--- src/rtl/wb_pkg.sv ---
// Shared write-back definitions: register-file write modes, queue entry layout
// and the byte/pair alignment applied when a result is captured.
package wb_pkg;

    localparam int WB_DEPTH  = 2;
    localparam int WB_DATA_W = 16;
    localparam int WB_ADDR_W = 3;

    localparam logic [1:0] WM_NONE = 2'b00;
    localparam logic [1:0] WM_LO   = 2'b01;
    localparam logic [1:0] WM_HI   = 2'b10;
    localparam logic [1:0] WM_WORD = 2'b11;

    typedef struct packed {
        logic [1:0]           mode;
        logic [WB_ADDR_W-1:0] rd0;
        logic [WB_ADDR_W-1:0] rd1;
        logic [WB_DATA_W-1:0] data0;
        logic [WB_DATA_W-1:0] data1;
    } wb_entry_t;

    // Unused fields are zeroed so nothing undefined ever reaches the register file.
    function automatic wb_entry_t align_entry(
        input logic [1:0]           mode,
        input logic [WB_ADDR_W-1:0] rd0,
        input logic [WB_ADDR_W-1:0] rd1,
        input logic [WB_DATA_W-1:0] d0,
        input logic [WB_DATA_W-1:0] d1
    );
        wb_entry_t e;
        e      = '0;
        e.mode = mode;
        e.rd0  = rd0;
        case (mode)
            WM_LO:   e.data0 = {8'h00, d0[7:0]};
            WM_HI:   e.data0 = {d0[7:0], 8'h00};
            WM_WORD: begin
                e.data0 = d0;
                // A duplicate or absent secondary collapses to a single write.
                if ((rd1 != rd0) && (rd1 != '0)) begin
                    e.rd1   = rd1;
                    e.data1 = d1;
                end
            end
            default: ;
        endcase
        return e;
    endfunction

endpackage

--- src/rtl/sync_fifo.sv ---
// Generic in-order queue with separate count; exposes every slot and its
// validity so callers can build occupancy-based summaries.
module sync_fifo #(
    parameter int WIDTH = 8,
    parameter int DEPTH = 2
) (
    input  logic                          clk,
    input  logic                          rst,
    input  logic                          push,
    input  logic [WIDTH-1:0]              push_data,
    input  logic                          pop,
    output logic [WIDTH-1:0]              head,
    output logic [$clog2(DEPTH):0]        count,
    output logic [DEPTH-1:0]              entry_vld,
    output logic [DEPTH-1:0][WIDTH-1:0]   entries
);

    localparam int PTR_W = $clog2(DEPTH);
    localparam int CNT_W = PTR_W + 1;

    logic [PTR_W-1:0]            wr_ptr_q, wr_ptr_d;
    logic [PTR_W-1:0]            rd_ptr_q, rd_ptr_d;
    logic [CNT_W-1:0]            count_q, count_d;
    logic [DEPTH-1:0][WIDTH-1:0] mem_q, mem_d;

    always_comb begin
        wr_ptr_d = wr_ptr_q;
        rd_ptr_d = rd_ptr_q;
        count_d  = count_q;
        mem_d    = mem_q;
        if (push) begin
            mem_d[wr_ptr_q] = push_data;
            wr_ptr_d        = wr_ptr_q + 1'b1;
        end
        if (pop) begin
            rd_ptr_d = rd_ptr_q + 1'b1;
        end
        case ({push, pop})
            2'b10:   count_d = count_q + 1'b1;
            2'b01:   count_d = count_q - 1'b1;
            default: ;
        endcase
    end

    always_ff @(posedge clk) begin
        if (rst) begin
            wr_ptr_q <= '0;
            rd_ptr_q <= '0;
            count_q  <= '0;
        end else begin
            wr_ptr_q <= wr_ptr_d;
            rd_ptr_q <= rd_ptr_d;
            count_q  <= count_d;
        end
    end

    // Storage is never reset; validity comes solely from the pointers and count.
    always_ff @(posedge clk) begin
        mem_q <= mem_d;
    end

    // Slot i is live when its distance from the read pointer is below count.
    always_comb begin
        logic [PTR_W-1:0] offset;
        offset    = '0;
        entry_vld = '0;
        for (int i = 0; i < DEPTH; i++) begin
            offset       = PTR_W'(i) - rd_ptr_q;
            entry_vld[i] = ({1'b0, offset} < count_q);
        end
    end

    assign head    = mem_q[rd_ptr_q];
    assign count   = count_q;
    assign entries = mem_q;

endmodule

--- src/rtl/wb_queue_stage.sv ---
// Write-back stage: queues aligned results in order and drains them one per
// cycle into the 8x16 register file, publishing a pending-write mask.
module wb_queue_stage
    import wb_pkg::*;
#(
    parameter int DEPTH  = WB_DEPTH,
    parameter int DATA_W = WB_DATA_W,
    parameter int ADDR_W = WB_ADDR_W
) (
    input  logic              clk,
    input  logic              rst,
    input  logic              in_valid,
    output logic              in_ready,
    input  logic [1:0]        in_mode,
    input  logic [ADDR_W-1:0] in_rd0,
    input  logic [ADDR_W-1:0] in_rd1,
    input  logic [DATA_W-1:0] in_data0,
    input  logic [DATA_W-1:0] in_data1,
    input  logic              wb_stall,
    output logic              reg_write_en,
    output logic [1:0]        write_mode,
    output logic [ADDR_W-1:0] reg_write_addr_0,
    output logic [ADDR_W-1:0] reg_write_addr_1,
    output logic [DATA_W-1:0] data_in_0,
    output logic [DATA_W-1:0] data_in_1,
    output logic [7:0]        pending_mask,
    output logic              wb_empty
);

    localparam int CNT_W   = $clog2(DEPTH) + 1;
    localparam int ENTRY_W = $bits(wb_entry_t);

    logic                              push, pop, empty;
    wb_entry_t                         cap_entry, head_entry;
    logic [ENTRY_W-1:0]                head_raw;
    logic [CNT_W-1:0]                  count;
    logic [DEPTH-1:0]                  entry_vld;
    logic [DEPTH-1:0][ENTRY_W-1:0]     entries;

    // in_ready depends only on occupancy, never on wb_stall or the pop.
    assign in_ready  = (count < CNT_W'(DEPTH));
    assign push      = in_valid & in_ready & (in_mode != WM_NONE);
    assign cap_entry = align_entry(in_mode, in_rd0, in_rd1, in_data0, in_data1);
    assign empty     = (count == '0);
    assign wb_empty  = empty;

    // Reset suppresses the write so discarded entries never reach the register file.
    assign reg_write_en = !empty & !wb_stall & !rst;
    assign pop          = reg_write_en;

    sync_fifo #(
        .WIDTH (ENTRY_W),
        .DEPTH (DEPTH)
    ) u_fifo (
        .clk       (clk),
        .rst       (rst),
        .push      (push),
        .push_data (cap_entry),
        .pop       (pop),
        .head      (head_raw),
        .count     (count),
        .entry_vld (entry_vld),
        .entries   (entries)
    );

    always_comb begin
        head_entry       = empty ? '0 : wb_entry_t'(head_raw);
        write_mode       = head_entry.mode;
        reg_write_addr_0 = head_entry.rd0;
        reg_write_addr_1 = head_entry.rd1;
        data_in_0        = head_entry.data0;
        data_in_1        = head_entry.data1;
    end

    always_comb begin
        wb_entry_t slot;
        slot         = '0;
        pending_mask = '0;
        for (int i = 0; i < DEPTH; i++) begin
            slot = wb_entry_t'(entries[i]);
            if (entry_vld[i]) begin
                pending_mask[slot.rd0] = 1'b1;
                if (slot.rd1 != '0) begin
                    pending_mask[slot.rd1] = 1'b1;
                end
            end
        end
    end

endmodule

--- config.mk ---
export PLATFORM = sky130hd
export DESIGN_NAME = wb_queue_stage
export DESIGN_NICKNAME = d
export VERILOG_FILES = /design/src/rtl/wb_pkg.sv /design/src/rtl/sync_fifo.sv /design/src/rtl/wb_queue_stage.sv
export SDC_FILE = /design/constraint.sdc
export NUM_CORES = 1
export LEC_CHECK = 0
export BUFFER_PORTS_ARGS = -buffer_cell sky130_fd_sc_hd__buf_2
export CAP_MARGIN = 10
export CELL_PAD_IN_SITES_DETAIL_PLACEMENT = 1
export CELL_PAD_IN_SITES_GLOBAL_PLACEMENT = 1
export CORE_MARGIN = 2
export CORE_UTILIZATION = 42
export DETAILED_ROUTE_END_ITERATION = 10
export PLACE_DENSITY = 0.87
export SYNTH_ARGS = -nofsm -noshare
export SYNTH_HDL_FRONTEND = slang
export SYNTH_SLANG_ARGS = --single-unit
export TNS_END_PERCENT = 30
--- constraint.sdc ---
create_clock -name clk -period 3.9 [get_ports clk]
set_clock_uncertainty 0.15 [all_clocks]
set_input_delay 0.39 -clock clk [delete_from_list [all_inputs] [get_ports clk]]
set_output_delay 0.39 -clock clk [all_outputs]
set_load 0.02 [all_outputs]
==> flow_summary.ini, run 1 <==
[timing]
timing.hold.ws_ns = 0.112
period_share = 0.665
maxSlewHeadroom = 0.393
hold_viol_final = 0
rsz0062_at_grt = false
slew_violations = 0
worst_pin_slew_ns = 0.908
worst_slack_ns = 1.31
fin_crit_ns = 2.59
timing.fmax_mhz = 385
tns_ns = 0
finalSetupViolations = 0

[clock_network]
post_cts_resized = 0
cts_tree = built
cts_buffers = 9
htreeDepth = 3
cts_root_buffer = clkbuf_8
post_cts_buffers = 0
cts_sinks = 84
insertion_delay_ns = 0.35
hold_buffers = 0
clk_pin_slew_worst_paths_ns = 0.09
cts_buffer_depth = 2

[detailed_routing]
viasPerCell = 5.27
ant_nets = 0
wl_per_cell_um = 17.9
drt_pass1_iterations = 4
wl_um = 10200
drc = 0
vias = 2997
drtIter0Drc = 133

[yosys]
synth_compound_area_frac = 0.0613
synth_mux_area_frac = 0.118
ys_ff_latch = 84
synth_xor_area_frac = 0.0107
yosysTopAreaCellShare = 0.588
seq_area_frac_synth = 0.608
synth_fa_ha_area_frac = 0.00306
synthCells = 350
synth_common_cells = 80 x edfxtp_1, 70 x nor2_1, 48 x mux2i_1
ys.flop_type = edfxtp_1
syn_area_per_cell_um2 = 11.7
synth_most_common_cell = edfxtp_1
synth_area_leaders = edfxtp_1 59%, mux2i_1 12%, nor2_1 6.4%
synth_top_family_by_area = simple AND/OR/NAND/NOR gates
yosys.area_share.simple = 0.170
syn_nets = 395
syn_area_mm2 = 0.00408
synth.largest_area_cell = edfxtp_1
synth.distinct_cells = 36
yosysWarningCount = 0
synth_edf_count = 80
synthArstFlopShare = 0

[floorplanning]
dieHeight_um = 103
fp.dieArea_mm2 = 0.0105
die_w_um = 103
core_area_mm2 = 0.00933
core.rowCount = 35
initial_core_util = 0.438
ios = 95

[worst_setup_path]
cp-end-kind = output port
cp.arrival_ns = 2.05
setup.worst_path.start_class = flip-flop
r2r_slack_ns = 1.42
r2r_cells = 4
r2r-end = u_fifo.entries[54]
r2r_start = u_fifo.count[1]
required_ns = 3.36
criticalPathCategory = flip-flop to output port
crit_fanout = 9

[power]
p_sw_uw = 851
powerDensity_mw_per_mm2 = 508
p_leak_nw = 1.84
switching_share = 0.345
ir_drop_v = 0.000179
p_clk_frac = 0.251
p_total_mw = 2.47
seqPwrFrac = 0.462
p_int_mw = 1.62
p_comb_frac = 0.287

[final_layout]
drive_gt1_frac = 0.273
fill_cells = 1041
multi_input_area_mm2 = 0.00150
utilization = 0.521
diodes = 0
regArea_mm2 = 0.00248
fin_cells = 569
final_design_area_no_fill_mm2 = 0.00486
area_growth_pct = 19.0
nNetsFinal = 480

[hold_path]
holdPathEnd = u_fifo.rd_ptr_q
min_from = rst
worstHoldPathCells = 2
hp-class = input pin to flip-flop

[run_status]
status = complete, no violations

[placed_design]
port_buffers = 94
dpl_cell_area_mm2 = 0.00466
hpwl_um = 7370
dp.cells = 553
pre_cts_ws_ns = 1.17
gp_congestion = 0.849

[grt]
grt_pass1_vias = 3082
antenna_found_initial = 0
grt_pass1_wl_um = 16200
grt_max_degree = 48
grt-ovfl-total = 0
gr-usage-all-layers = 0.204

[flow_run]
maxCapViolCount = 0
[power by group through the flow]
stage / registers, mW / logic [mW] / clock network, mW
after floorplan: 1.12 / 0.500 / 0
after global placement: 1.15 / 0.689 / 0
after detailed placement: 1.16 / 0.713 / 0
after CTS: 1.14 / 0.716 / 0.631
after global routing: 1.15 / 0.771 / 0.668
final: 1.14 / 0.707 / 0.620
[layout make-up]
class                           instances  area share
Clock buffer                            9      0.0255
Multi-Input combinational cell        239       0.310
Timing Repair Buffer                   98       0.103
Inverter                                3     0.00232
Tap cell                              129      0.0332
Sequential cell                        84       0.511
Clock inverter                          7      0.0152
[cell usage in the layout, fill, tap and decap left out, types with 9 or more instances in the layout]
cell type   n
nand2_1    30
edfxtp_1   80
mux2i_1    48
and2_1      9
a21oi_1     9
o21ai_0    10
clkbuf_8    9
buf_2      94
nor2_1     67
nor3b_1    10
[cells by family (layout without fill, tap and decap cells)]
kind of cell / Yosys count / count (layout)
xor+xnor: 5 / 5
compound gates: 37 / 37
fa+ha+maj: 1 / 1
simple gates: 148 / 148
flops: 84 / 84
buf+inv: 27 / 117
mux: 48 / 48
[sequential cells by signal, indices dropped and copies added, names as in the netlist]
register and flops:
u_fifo.entries 80, u_fifo.count 2, u_fifo.rd_ptr_q 1, u_fifo.wr_ptr_q 1
[worst max-delay path by stage]
stage	end	from	cells past startpoint	slack (ns)
2_1_floorplan	u_fifo.entries[0]	u_fifo.count[1]	4	0.78
3_3_place_gp	u_fifo.entries[44]	in_mode[0]	4	1.29
3_5_place_dp	u_fifo.entries[45]	in_mode[0]	4	1.17
4_1_cts	pending_mask[4]	u_fifo.count[1]	5	1.33
5_1_grt	pending_mask[4]	u_fifo.count[1]	5	1.16
6_report	pending_mask[7]	u_fifo.count[1]	5	1.31
[worst max-delay path, stage by stage, from the launching register on]
cell and delay [ns]:
dfxtp_1 0.51, clkinv_1 0.33, nand2_1 0.29, o21ai_0 0.16
a32oi_1 0.22, buf_2 0.19
[per-layer routing]
layer / vias to the layer above / track usage / routed length (µm)
met2: 95 / 0.367 / 5380
met1: 1448 / 0.248 / 4180
met3: 21 / 0.0386 / 437
met5: - / 0 / 0
li1: 1433 / - / -
met4: 0 / 0.0646 / 208
Note: power is estimated with default switching activity, not from simulation.
==> run 2, diff against run 1 <==
clock period = 2.5 ns   (was 3.9 ns; I/O delays follow)
==> flow_summary.ini, run 2 (same netlist as run 1, synthesis figures left out) <==
[timing]
fin_crit_ns = 2.35
period_share = 0.940
timing.fmax_mhz = 425
slew_violations = 0
hold_viol_final = 0
timing.hold.ws_ns = 0.0196
worst_pin_slew_ns = 0.466
worst_slack_ns = 0.149
maxSlewHeadroom = 0.689
finalSetupViolations = 0

[grt]
gr-usage-all-layers = 0.192
top_usage_layer = met2
antenna_found_initial = 0
use_met1 = 0.232
grt_pass1_wl_um = 15300
global_route.usage.met3 = 0.0292
grt_max_degree = 48
grt-ovfl-total = 0
use_met2 = 0.335
grt_pass1_vias = 3146

[floorplanning]
dieHeight_um = 103
ios = 95
core.rowCount = 35
core_area_mm2 = 0.00933
initial_core_util = 0.438
die_w_um = 103
fp.dieArea_mm2 = 0.0105

[worst_setup_path]
r2r-end = u_fifo.count[1]
cp-end-kind = output port
crit_fanout = 8
slowest_delay_ns = 0.54
r2r_start = u_fifo.count[1]
cp.arrival_ns = 1.95
setup.worst_path.start_class = flip-flop
required_ns = 2.10
criticalPathCategory = flip-flop to output port
r2r_cells = 5
cpMaxStageDelayCell = dfxtp_1
crit_chain = clkinvlp_4 > nand2_1 > o21ai_0 > a32oi_1 > buf_2
r2r_slack_ns = 0.44

[final_layout]
drive_gt1_frac = 0.286
final_cell_mix = 94 x buf_2, 80 x edfxtp_1, 67 x nor2_1, 48 x mux2i_1, 30 x nand2_1
largest_reg_flops = 80
fin_cells = 580
diodes = 0
fill_cells = 1045
area_growth_pct = 21.6
final_common_cell = buf_2
nNetsFinal = 491

[detailed_routing]
wl_um = 9910
drt_pass1_iterations = 4
wl_per_cell_um = 17.1
ant_nets = 0
viasPerCell = 5.18
drtIter0Drc = 158
drc = 0
vias = 3005

[power]
powerDensity_mw_per_mm2 = 767
p_leak_nw = 1.89
p_total_mw = 3.81
ir_drop_v = 0.000309

[clock_network]
htreeDepth = 3
clk_pin_slew_worst_paths_ns = 0.09
cts_tree = built
cts_sinks = 84
insertion_delay_ns = 0.35
cts_buffer_depth = 2
cts_buffers = 9
cts_root_buffer = clkbuf_8

[hold_path]
min_from = in_rd0[1]
worstHoldPathCells = 1
holdPathEnd = u_fifo.entries[76]
hp-class = input pin to flip-flop

[run_status]
status = complete, no violations

[placed_design]
port_buffers = 94
dp.cells = 558
pre_cts_ws_ns = 0.410
hpwl_um = 6900
gp_congestion = 0.818

[flow_run]
maxCapViolCount = 0
-- run 2: changes by cell type in the layout (fill, tap and decap cells not counted) --
cell	change
buf_4	+6
buf_12	+3
clkinv_4	+2
dlygate4sd3_1	+2
bufinv_16	-1
clkbuf_1	+1
clkinv_1	-1
clkinv_2	-1
-- run 2: final cells by class --
| class | instances | area, µm² | area share |
|---|---|---|---|
| Multi-Input combinational cell | 239 | 1500 | 0.303 |
| Clock buffer | 10 | 128 | 0.0257 |
| Tap cell | 129 | 161 | 0.0325 |
| Timing Repair Buffer | 109 | 626 | 0.126 |
| Inverter | 3 | 15.0 | 0.00302 |
| Sequential cell | 84 | 2480 | 0.500 |
| Clock inverter | 6 | 48.8 | 0.00983 |
-- run 2: worst max path at each step --
stage | start | endpoint | cells past startpoint
floorplan | u_fifo.count[1] | u_fifo.entries[0] | 4
global placement | u_fifo.count[1] | u_fifo.count[1] | 5
detailed placement | u_fifo.count[1] | u_fifo.count[1] | 5
CTS | u_fifo.count[1] | pending_mask[7] | 5
global route | u_fifo.count[1] | pending_mask[7] | 5
finish | u_fifo.count[1] | pending_mask[7] | 5
-- run 2: what timing repair did --
action,in CTS,in global routing
buffers inserted,0,4
hold endpoints to repair,6,0
hold buffers,2,0
endpoints found under the setup margin,0,6
gates resized for setup,0,1
-- run 2: critical path, delay by kind of cell (launching register included) --
kind	cells	cell delay (ns)
buffers and inverters	2	0.47
AOI/OAI and AO/OA	2	0.35
and+or+nand+nor	1	0.23
DFF	1	0.54
-- run 2: metal layers --
metal  vias up  routed length (µm)
met5         -                   0
met4         0                 244
met3        22                 356
met2        79                5110
met1      1457                4200
li1       1447                   -
-- run 2: per-stage QoR --
stage	TNS, ns	utilization	cell area (µm²)
after global routing	-0.0122	0.532	4970
final	0	0.532	4970
after global placement	0	0.508	4740
after detailed placement	0	0.508	4740
after CTS	0	0.529	4930
after floorplan	-49.53	-	4080
-- run 2: report_power, final --
part / total [mW] / switching, mW / leakage (nW) / internal [mW]
combinational: 1.16 / 0.753 / 1.01 / 0.412
sequential: 1.76 / 0.0773 / 0.791 / 1.68
clock: 0.882 / 0.510 / 0.0864 / 0.372
total: 3.81 / 1.34 / 1.89 / 2.47
